**config.mk**
```make
export PLATFORM = sky130hd
export DESIGN_NAME = pipeline_ctrl_flat
export DESIGN_NICKNAME = d
export VERILOG_FILES = /design/src/rtl/pipeline_ctrl_pkg.sv /design/src/rtl/pipeline_ctrl_if.sv /design/src/rtl/pipeline_ctrl_load_use.sv /design/src/rtl/pipeline_ctrl.sv /design/src/flat_wrapper.sv
export SDC_FILE = /design/constraint.sdc
export NUM_CORES = 1
export LEC_CHECK = 0
export CELL_PAD_IN_SITES_DETAIL_PLACEMENT = 1
export CELL_PAD_IN_SITES_GLOBAL_PLACEMENT = 1
export CORE_ASPECT_RATIO = 0.9
export CORE_UTILIZATION = 40
export CTS_CLUSTER_SIZE = 16
export DETAILED_ROUTE_END_ITERATION = 12
export HOLD_SLACK_MARGIN = 0.12
export PLACE_DENSITY = 0.82
export SYNTH_ARGS = -nofsm -noshare
export SYNTH_HDL_FRONTEND = slang
export SYNTH_SLANG_ARGS = --single-unit
```
**constraint.sdc**
```tcl
create_clock -name clk -period 6.3 [get_ports clk]
set_clock_uncertainty 0.05 [all_clocks]
set_input_delay 1.575 -clock clk [delete_from_list [all_inputs] [get_ports clk]]
set_output_delay 1.575 -clock clk [all_outputs]
set_load 0.005 [all_outputs]
```
**src/rtl/pipeline_ctrl_pkg.sv**
```systemverilog
// Shared types for the pipeline stall/flush sequencer: FSM states, the
// per-stage shadow record kept for hazard detection, and a source-match helper.
package pipe_ctrl_pkg;

    localparam int REG_AW = 5;

    typedef enum logic [0:0] {
        RUN     = 1'b0,
        MC_WAIT = 1'b1
    } ctrl_state_t;

    typedef struct packed {
        logic              valid;
        logic [REG_AW-1:0] rd;
        logic              reg_write;
        logic              is_load;
    } stage_shadow_t;

    localparam stage_shadow_t SHADOW_EMPTY = '0;

    function automatic logic src_hit(input logic used,
                                     input logic [REG_AW-1:0] rs,
                                     input logic [REG_AW-1:0] rd);
        return used && (rs == rd);
    endfunction

endpackage

```
**src/rtl/pipeline_ctrl_if.sv**
```systemverilog
// Decode/redirect/status inputs and stall/flush/multicycle outputs of the
// pipeline sequencer, bundled so the pipeline top can hand them over as one port.
interface pipeline_ctrl_if #(
    parameter int REG_AW = 5,
    parameter int CNT_W  = 32
);
    logic              id_valid;
    logic [REG_AW-1:0] id_rs1;
    logic [REG_AW-1:0] id_rs2;
    logic              id_rs1_used;
    logic              id_rs2_used;
    logic [REG_AW-1:0] id_rd;
    logic              id_reg_write;
    logic              id_is_load;
    logic              id_is_mc;
    logic              ex_redirect;
    logic              mc_done;
    logic              mem_busy;

    logic              stall_if;
    logic              stall_id;
    logic              stall_ex;
    logic              stall_mem;
    logic              flush_id;
    logic              flush_ex;
    logic              bubble_mem;
    logic              mc_start;
    logic              mc_timeout;
    logic [CNT_W-1:0]  stall_cnt;

    modport master (
        output id_valid, id_rs1, id_rs2, id_rs1_used, id_rs2_used, id_rd,
               id_reg_write, id_is_load, id_is_mc, ex_redirect, mc_done, mem_busy,
        input  stall_if, stall_id, stall_ex, stall_mem, flush_id, flush_ex,
               bubble_mem, mc_start, mc_timeout, stall_cnt
    );

    modport slave (
        input  id_valid, id_rs1, id_rs2, id_rs1_used, id_rs2_used, id_rd,
               id_reg_write, id_is_load, id_is_mc, ex_redirect, mc_done, mem_busy,
        output stall_if, stall_id, stall_ex, stall_mem, flush_id, flush_ex,
               bubble_mem, mc_start, mc_timeout, stall_cnt
    );

endinterface

```
**src/rtl/pipeline_ctrl_load_use.sv**
```systemverilog
// Load-use hazard compare of the ID-stage sources against the EX-stage shadow.
// Purely combinational so a forwarding unit can reuse it.
module load_use_detect
    import pipe_ctrl_pkg::*;
(
    input  logic              id_valid,
    input  logic [REG_AW-1:0] id_rs1,
    input  logic [REG_AW-1:0] id_rs2,
    input  logic              id_rs1_used,
    input  logic              id_rs2_used,
    input  stage_shadow_t     ex_q,
    output logic              hazard
);

    logic ex_load_dst;

    // x0 is hardwired zero, so a load targeting it never produces a dependency.
    assign ex_load_dst = ex_q.valid && ex_q.is_load && ex_q.reg_write && (ex_q.rd != '0);

    assign hazard = id_valid && ex_load_dst &&
                    (src_hit(id_rs1_used, id_rs1, ex_q.rd) ||
                     src_hit(id_rs2_used, id_rs2, ex_q.rd));

endmodule

```
**src/rtl/pipeline_ctrl.sv**
```systemverilog
// Stall/flush sequencer for the 5-stage pipeline; shadows EX/MEM occupants and
// runs the multicycle-unit start/wait handshake.
//
//   state   | meaning
//   RUN     | normal issue; load-use and redirect handling
//   MC_WAIT | mul/div op parked in EX until an accepted mc_done
module pipeline_ctrl #(
    parameter int REG_AW        = 5,
    parameter int MC_MAX_CYCLES = 64,
    parameter int CNT_W         = 32
) (
    input  logic              clk,
    input  logic              rst_n,
    pipeline_ctrl_if.slave    bus
);
    import pipe_ctrl_pkg::*;

    localparam int MC_W = $clog2(MC_MAX_CYCLES + 1);
    localparam logic [MC_W-1:0] MC_SAT = MC_W'(MC_MAX_CYCLES);

    ctrl_state_t      state_q, state_nxt;
    stage_shadow_t    ex_q, ex_nxt, mem_q, mem_nxt, id_shadow;
    logic             mc_start_q, mc_start_nxt;
    logic             mc_timeout_q;
    logic [MC_W-1:0]  mc_cnt_q;
    logic             mc_count;
    logic [CNT_W-1:0] stall_cnt_q;
    logic             hazard;
    logic             mc_accept;
    logic             c_stall_if, c_stall_id, c_stall_ex, c_stall_mem;
    logic             c_flush_id, c_flush_ex, c_bubble_mem;

    load_use_detect u_load_use (
        .id_valid    (bus.id_valid),
        .id_rs1      (bus.id_rs1),
        .id_rs2      (bus.id_rs2),
        .id_rs1_used (bus.id_rs1_used),
        .id_rs2_used (bus.id_rs2_used),
        .ex_q        (ex_q),
        .hazard      (hazard)
    );

    assign id_shadow = '{valid:     bus.id_valid,
                         rd:        bus.id_rd,
                         reg_write: bus.id_reg_write,
                         is_load:   bus.id_is_load};

    // The start pulse and mc_done can coincide; that mc_done belongs to no op of ours.
    assign mc_accept = bus.mc_done && !mc_start_q;

    always_comb begin
        state_nxt    = state_q;
        ex_nxt       = ex_q;
        mem_nxt      = mem_q;
        mc_start_nxt = 1'b0;
        mc_count     = 1'b0;
        c_stall_if   = 1'b0;
        c_stall_id   = 1'b0;
        c_stall_ex   = 1'b0;
        c_stall_mem  = 1'b0;
        c_flush_id   = 1'b0;
        c_flush_ex   = 1'b0;
        c_bubble_mem = 1'b0;

        if (bus.mem_busy) begin
            c_stall_if  = 1'b1;
            c_stall_id  = 1'b1;
            c_stall_ex  = 1'b1;
            c_stall_mem = 1'b1;
        end else if (state_q == MC_WAIT && !mc_accept) begin
            c_stall_if   = 1'b1;
            c_stall_id   = 1'b1;
            c_stall_ex   = 1'b1;
            c_bubble_mem = 1'b1;
            mem_nxt      = SHADOW_EMPTY;
            mc_count     = 1'b1;
        end else begin
            if (state_q == MC_WAIT) begin
                mc_count  = 1'b1;
                state_nxt = RUN;
            end
            // EX holds the mc op while waiting, so a redirect then is spurious.
            if (bus.ex_redirect && state_q == RUN) begin
                c_flush_id = 1'b1;
                c_flush_ex = 1'b1;
            end else if (hazard) begin
                c_stall_if = 1'b1;
                c_stall_id = 1'b1;
                c_flush_ex = 1'b1;
            end else if (state_q == RUN && bus.id_valid && bus.id_is_mc) begin
                state_nxt    = MC_WAIT;
                mc_start_nxt = 1'b1;
            end
            ex_nxt  = c_flush_ex ? SHADOW_EMPTY : id_shadow;
            mem_nxt = ex_q;
        end
    end

    always_ff @(posedge clk or negedge rst_n) begin
        if (!rst_n) begin
            state_q      <= RUN;
            ex_q         <= SHADOW_EMPTY;
            mem_q        <= SHADOW_EMPTY;
            mc_start_q   <= 1'b0;
            mc_timeout_q <= 1'b0;
            mc_cnt_q     <= '0;
            stall_cnt_q  <= '0;
        end else begin
            state_q    <= state_nxt;
            ex_q       <= ex_nxt;
            mem_q      <= mem_nxt;
            mc_start_q <= mc_start_nxt;
            if (mc_start_nxt) begin
                mc_cnt_q <= '0;
            end else if (mc_count && mc_cnt_q != MC_SAT) begin
                mc_cnt_q <= mc_cnt_q + 1'b1;
            end
            if (mc_count && (int'(mc_cnt_q) + 1 >= MC_MAX_CYCLES)) begin
                mc_timeout_q <= 1'b1;
            end
            if (c_stall_if && stall_cnt_q != '1) begin
                stall_cnt_q <= stall_cnt_q + 1'b1;
            end
        end
    end

    // Inputs may be toggling while reset is held; keep every control quiet.
    assign bus.stall_if   = rst_n & c_stall_if;
    assign bus.stall_id   = rst_n & c_stall_id;
    assign bus.stall_ex   = rst_n & c_stall_ex;
    assign bus.stall_mem  = rst_n & c_stall_mem;
    assign bus.flush_id   = rst_n & c_flush_id;
    assign bus.flush_ex   = rst_n & c_flush_ex;
    assign bus.bubble_mem = rst_n & c_bubble_mem;
    assign bus.mc_start   = mc_start_q;
    assign bus.mc_timeout = mc_timeout_q;
    assign bus.stall_cnt  = stall_cnt_q;

endmodule

```
**src/flat_wrapper.sv**
```systemverilog
// flat-port wrapper written by rule: the top's interface ports become plain ports
module pipeline_ctrl_flat import pipe_ctrl_pkg::*;
#(
    parameter int REG_AW        = 5,
    parameter int MC_MAX_CYCLES = 64,
    parameter int CNT_W         = 32
)
  (clk, rst_n, bus_id_valid, bus_id_rs1, bus_id_rs2, bus_id_rs1_used, bus_id_rs2_used, bus_id_rd, bus_id_reg_write, bus_id_is_load, bus_id_is_mc, bus_ex_redirect, bus_mc_done, bus_mem_busy, bus_stall_if, bus_stall_id, bus_stall_ex, bus_stall_mem, bus_flush_id, bus_flush_ex, bus_bubble_mem, bus_mc_start, bus_mc_timeout, bus_stall_cnt);
  pipeline_ctrl_if #(.REG_AW(REG_AW), .CNT_W(CNT_W)) bus_i ();
  input  logic clk;
  input  logic rst_n;
  input wire logic [$bits(bus_i.id_valid)-1:0] bus_id_valid;
  input wire logic [$bits(bus_i.id_rs1)-1:0] bus_id_rs1;
  input wire logic [$bits(bus_i.id_rs2)-1:0] bus_id_rs2;
  input wire logic [$bits(bus_i.id_rs1_used)-1:0] bus_id_rs1_used;
  input wire logic [$bits(bus_i.id_rs2_used)-1:0] bus_id_rs2_used;
  input wire logic [$bits(bus_i.id_rd)-1:0] bus_id_rd;
  input wire logic [$bits(bus_i.id_reg_write)-1:0] bus_id_reg_write;
  input wire logic [$bits(bus_i.id_is_load)-1:0] bus_id_is_load;
  input wire logic [$bits(bus_i.id_is_mc)-1:0] bus_id_is_mc;
  input wire logic [$bits(bus_i.ex_redirect)-1:0] bus_ex_redirect;
  input wire logic [$bits(bus_i.mc_done)-1:0] bus_mc_done;
  input wire logic [$bits(bus_i.mem_busy)-1:0] bus_mem_busy;
  output wire logic [$bits(bus_i.stall_if)-1:0] bus_stall_if;
  output wire logic [$bits(bus_i.stall_id)-1:0] bus_stall_id;
  output wire logic [$bits(bus_i.stall_ex)-1:0] bus_stall_ex;
  output wire logic [$bits(bus_i.stall_mem)-1:0] bus_stall_mem;
  output wire logic [$bits(bus_i.flush_id)-1:0] bus_flush_id;
  output wire logic [$bits(bus_i.flush_ex)-1:0] bus_flush_ex;
  output wire logic [$bits(bus_i.bubble_mem)-1:0] bus_bubble_mem;
  output wire logic [$bits(bus_i.mc_start)-1:0] bus_mc_start;
  output wire logic [$bits(bus_i.mc_timeout)-1:0] bus_mc_timeout;
  output wire logic [$bits(bus_i.stall_cnt)-1:0] bus_stall_cnt;
  assign bus_i.id_valid = bus_id_valid;
  assign bus_i.id_rs1 = bus_id_rs1;
  assign bus_i.id_rs2 = bus_id_rs2;
  assign bus_i.id_rs1_used = bus_id_rs1_used;
  assign bus_i.id_rs2_used = bus_id_rs2_used;
  assign bus_i.id_rd = bus_id_rd;
  assign bus_i.id_reg_write = bus_id_reg_write;
  assign bus_i.id_is_load = bus_id_is_load;
  assign bus_i.id_is_mc = bus_id_is_mc;
  assign bus_i.ex_redirect = bus_ex_redirect;
  assign bus_i.mc_done = bus_mc_done;
  assign bus_i.mem_busy = bus_mem_busy;
  assign bus_stall_if = bus_i.stall_if;
  assign bus_stall_id = bus_i.stall_id;
  assign bus_stall_ex = bus_i.stall_ex;
  assign bus_stall_mem = bus_i.stall_mem;
  assign bus_flush_id = bus_i.flush_id;
  assign bus_flush_ex = bus_i.flush_ex;
  assign bus_bubble_mem = bus_i.bubble_mem;
  assign bus_mc_start = bus_i.mc_start;
  assign bus_mc_timeout = bus_i.mc_timeout;
  assign bus_stall_cnt = bus_i.stall_cnt;
  pipeline_ctrl #(.REG_AW(REG_AW), .MC_MAX_CYCLES(MC_MAX_CYCLES), .CNT_W(CNT_W)) u_core (.clk(clk), .rst_n(rst_n), .bus(bus_i));
endmodule
```
==> impl_metrics.json <==
{
  "cts_root_buf": "clkbuf_8",
  "synth_edf_count": 0,
  "endpoint_kind": "output port",
  "synth-simple-area-share_pct": 24.7,
  "slew_viol_final": 0,
  "drt-wirelength-per-cell_microns": 15.7,
  "ff_latch_area_sq_mm": 0.00125,
  "status": "finished clean",
  "syn2layout_area_growth_pct": 31.8,
  "cts_tree": "yes",
  "die_w_microns": 86.8,
  "htree_levels": 2,
  "start_util_pct": 41.9,
  "drive_gt1_share_pct": 6.45,
  "antenna_left": 0,
  "finalCriticalPeriod_ps": 5190,
  "synth_nets": 272,
  "cp-start-kind": "input port",
  "synth_cells": 243,
  "total_power_mw": 0.782,
  "num_vias": 2087,
  "vdd_drop_max_uv": 161,
  "r2r-end": "u_core.bus.stall_cnt[1]",
  "final_cell_mix": "clkdlybuf4s50_1, dfrtp_1, xnor2_1",
  "cts_resized": 0,
  "holdCritStartpoint": "u_core.bus.mc_timeout",
  "hold_buffers": 0,
  "utilization_pct": 55.2,
  "clkTransAtPathRegs_ps": 100,
  "hold_class": "reg2reg",
  "dieArea_sq_mm": 0.00679,
  "first_global_vias": 2206,
  "routed_wl_microns": 6240,
  "cp_max_fo": 3,
  "fillers": 682,
  "setup_ws_ps": 1110,
  "regToRegStartpoint": "u_core.bus.stall_cnt[6]",
  "drv_cap": 0,
  "cts_setup_buffers": 0,
  "core_sq_mm": 0.00618,
  "crit_required_ps": 4680,
  "synth_top_family_by_area": "simple AND/OR/NAND/NOR gates",
  "ff2ff_path_depth": 6,
  "setup_viol": 0,
  "final_common_cell": "clkdlybuf4s50_1",
  "dp_hpwl_microns": 4600,
  "report.final.hold_viol_count": 0,
  "cts.sinks": 50,
  "fmax_ghz": 0.193,
  "rsz0062_at_grt": "no",
  "die_h_microns": 78.3,
  "synth_seq_cells": 50,
  "grt_usage_pct": 20.1,
  "synth_xor_xnor_area_share_pct": 15.9,
  "cts_buffer_depth": 2,
  "period_share_pct": 82.4,
  "netlist_area_sq_mm": 0.00259,
  "hold_depth": 1,
  "drt-initial-drc-count": 124,
  "synth_fa_ha_area_share_pct": 1.45,
  "io_pins": 67,
  "p_per_area_mw_per_mm2": 229,
  "grt_pass1_wl_microns": 10600,
  "hold_end": "u_core.bus.mc_timeout",
  "max_slew.worst_pin.slew_ps": 770,
  "diodes": 0,
  "synth-seq-area-share_pct": 48.4,
  "clk_latency_ps": 310,
  "io_buffers": 66,
  "fin_nets": 338,
  "drc": 0,
  "p_leak_nw": 1.38,
  "rrSetupSlack_ps": 3650,
  "drt_first_pass_iters": 4,
  "slew_headroom_pct": 48.7,
  "dpl_worst_slack_ps": 1090,
  "gr-total-overflow": 0,
  "arrival_ps": 3560,
  "synthMuxAreaShare_pct": 0.822,
  "via_per_inst": 5.26,
  "synthArstFlopShare_pct": 100,
  "gp_congestion": 0.822,
  "avgSynthCellArea_sq_um": 10.6,
  "multi_input_area_sq_mm": 0.00127,
  "synthFlopType": "dfrtp_1",
  "row_count": 27,
  "yosysWarnings": 0,
  "final.setup.tns_ps": 0,
  "cts_made_buffers": 5,
  "antenna_found_initial": 0,
  "grt_start_max_net_pins": 37,
  "path_class": "in2out",
  "synthDistinctLibCells": 44,
  "synth_compound_area_share_pct": 6.04
}
layer usage:
layer | share of wire [%] | GRT usage, % | vias up
met3 | 3.3 | 4.10 | 13
met5 | 0 | 0 | -
li1 | - | - | 989
met1 | 45 | 25.1 | 1046
met4 | 2.1 | 7.33 | 0
met2 | 50 | 34.3 | 39
synth_stat cells, types with 2 or more instances:
cell      instances  area (sq um)
clkbuf_1          2          7.51
nand4_1          18           113
nand4b_1          4          35.0
dfrtp_1          50          1250
inv_1             5          18.8
and4_1            5          43.8
nor2b_1           2          12.5
and2_1            8          50.1
a21oi_1           2          10.0
xor2_1            6          52.6
ha_1              3          37.5
and3_1           10          62.6
nand2b_1          4          25.0
nand3_1          14          70.1
nand2_1          14          52.6
nor3b_1           4          30.0
nor2_1           14          52.6
xnor2_1          41           359
a22o_1            7          61.3
nor3_1            3          15.0
buf_2             4          20.0
worst max path at each step:
stage / start / end / slack (ps) / depth (start not counted)
after global placement: bus_id_rs2[0] / bus_stall_if / 1140 / 7
after detailed placement: bus_id_rs2[4] / bus_stall_id / 1090 / 7
after floorplan: bus_id_rs2[0] / bus_stall_if / 1770 / 7
after global routing: bus_id_rs2[4] / bus_stall_id / 940 / 7
final: bus_id_rs2[4] / bus_stall_if / 1110 / 7
after CTS: bus_id_rs2[4] / bus_stall_id / 1080 / 7
stage by stage:
stage	hold WS [ps]	instance area (sq um)	instances
after global routing	468	3410	397
after detailed placement	415	3320	389
after CTS	442	3410	397
after floorplan	415	2590	243
after global placement	415	3320	389
final	438	3410	397
worst max-delay path, stage by stage:
cell and delay, ps:
clkdlybuf4s50_1 470, xnor2_1 130, nand4_1 110, o22ai_1 370
a31o_2 260, and2_1 150, clkdlybuf4s50_1 500
cell type report:
cell class              instances  area share, %
flip-flops and latches         50           36.7
clock buffers                   6           2.42
clock inverters                 2          0.367
well taps                      87           3.19
repair buffers                 68           19.7
inverters                       5          0.550
multi-input cells             179           37.1
kinds of logic (layout without fill, tap and decap cells):
logic type      after synthesis  count (layout)
flops                        50              50
mux                           2               2
simple gates                108             108
fa+ha+maj                     3               3
xor+xnor                     47              47
compound gates               19              19
buf+inv                      14              81
where the power goes:
part / internal [mW] / leakage (nW) / switching, mW
registers: 0.358 / 0.668 / 0.0487
logic: 0.109 / 0.662 / 0.0698
clock network: 0.0885 / 0.0472 / 0.108
registers in the layout, summed over array words and instances, names as in the netlist:
signal / flops
u_core.bus.stall_cnt: 32
u_core.ex_q: 8
u_core.mc_cnt_q: 7
u_core.bus.mc_start: 1
u_core.bus.mc_timeout: 1
u_core.state_q: 1
Note: power is estimated with default switching activity, not from simulation.
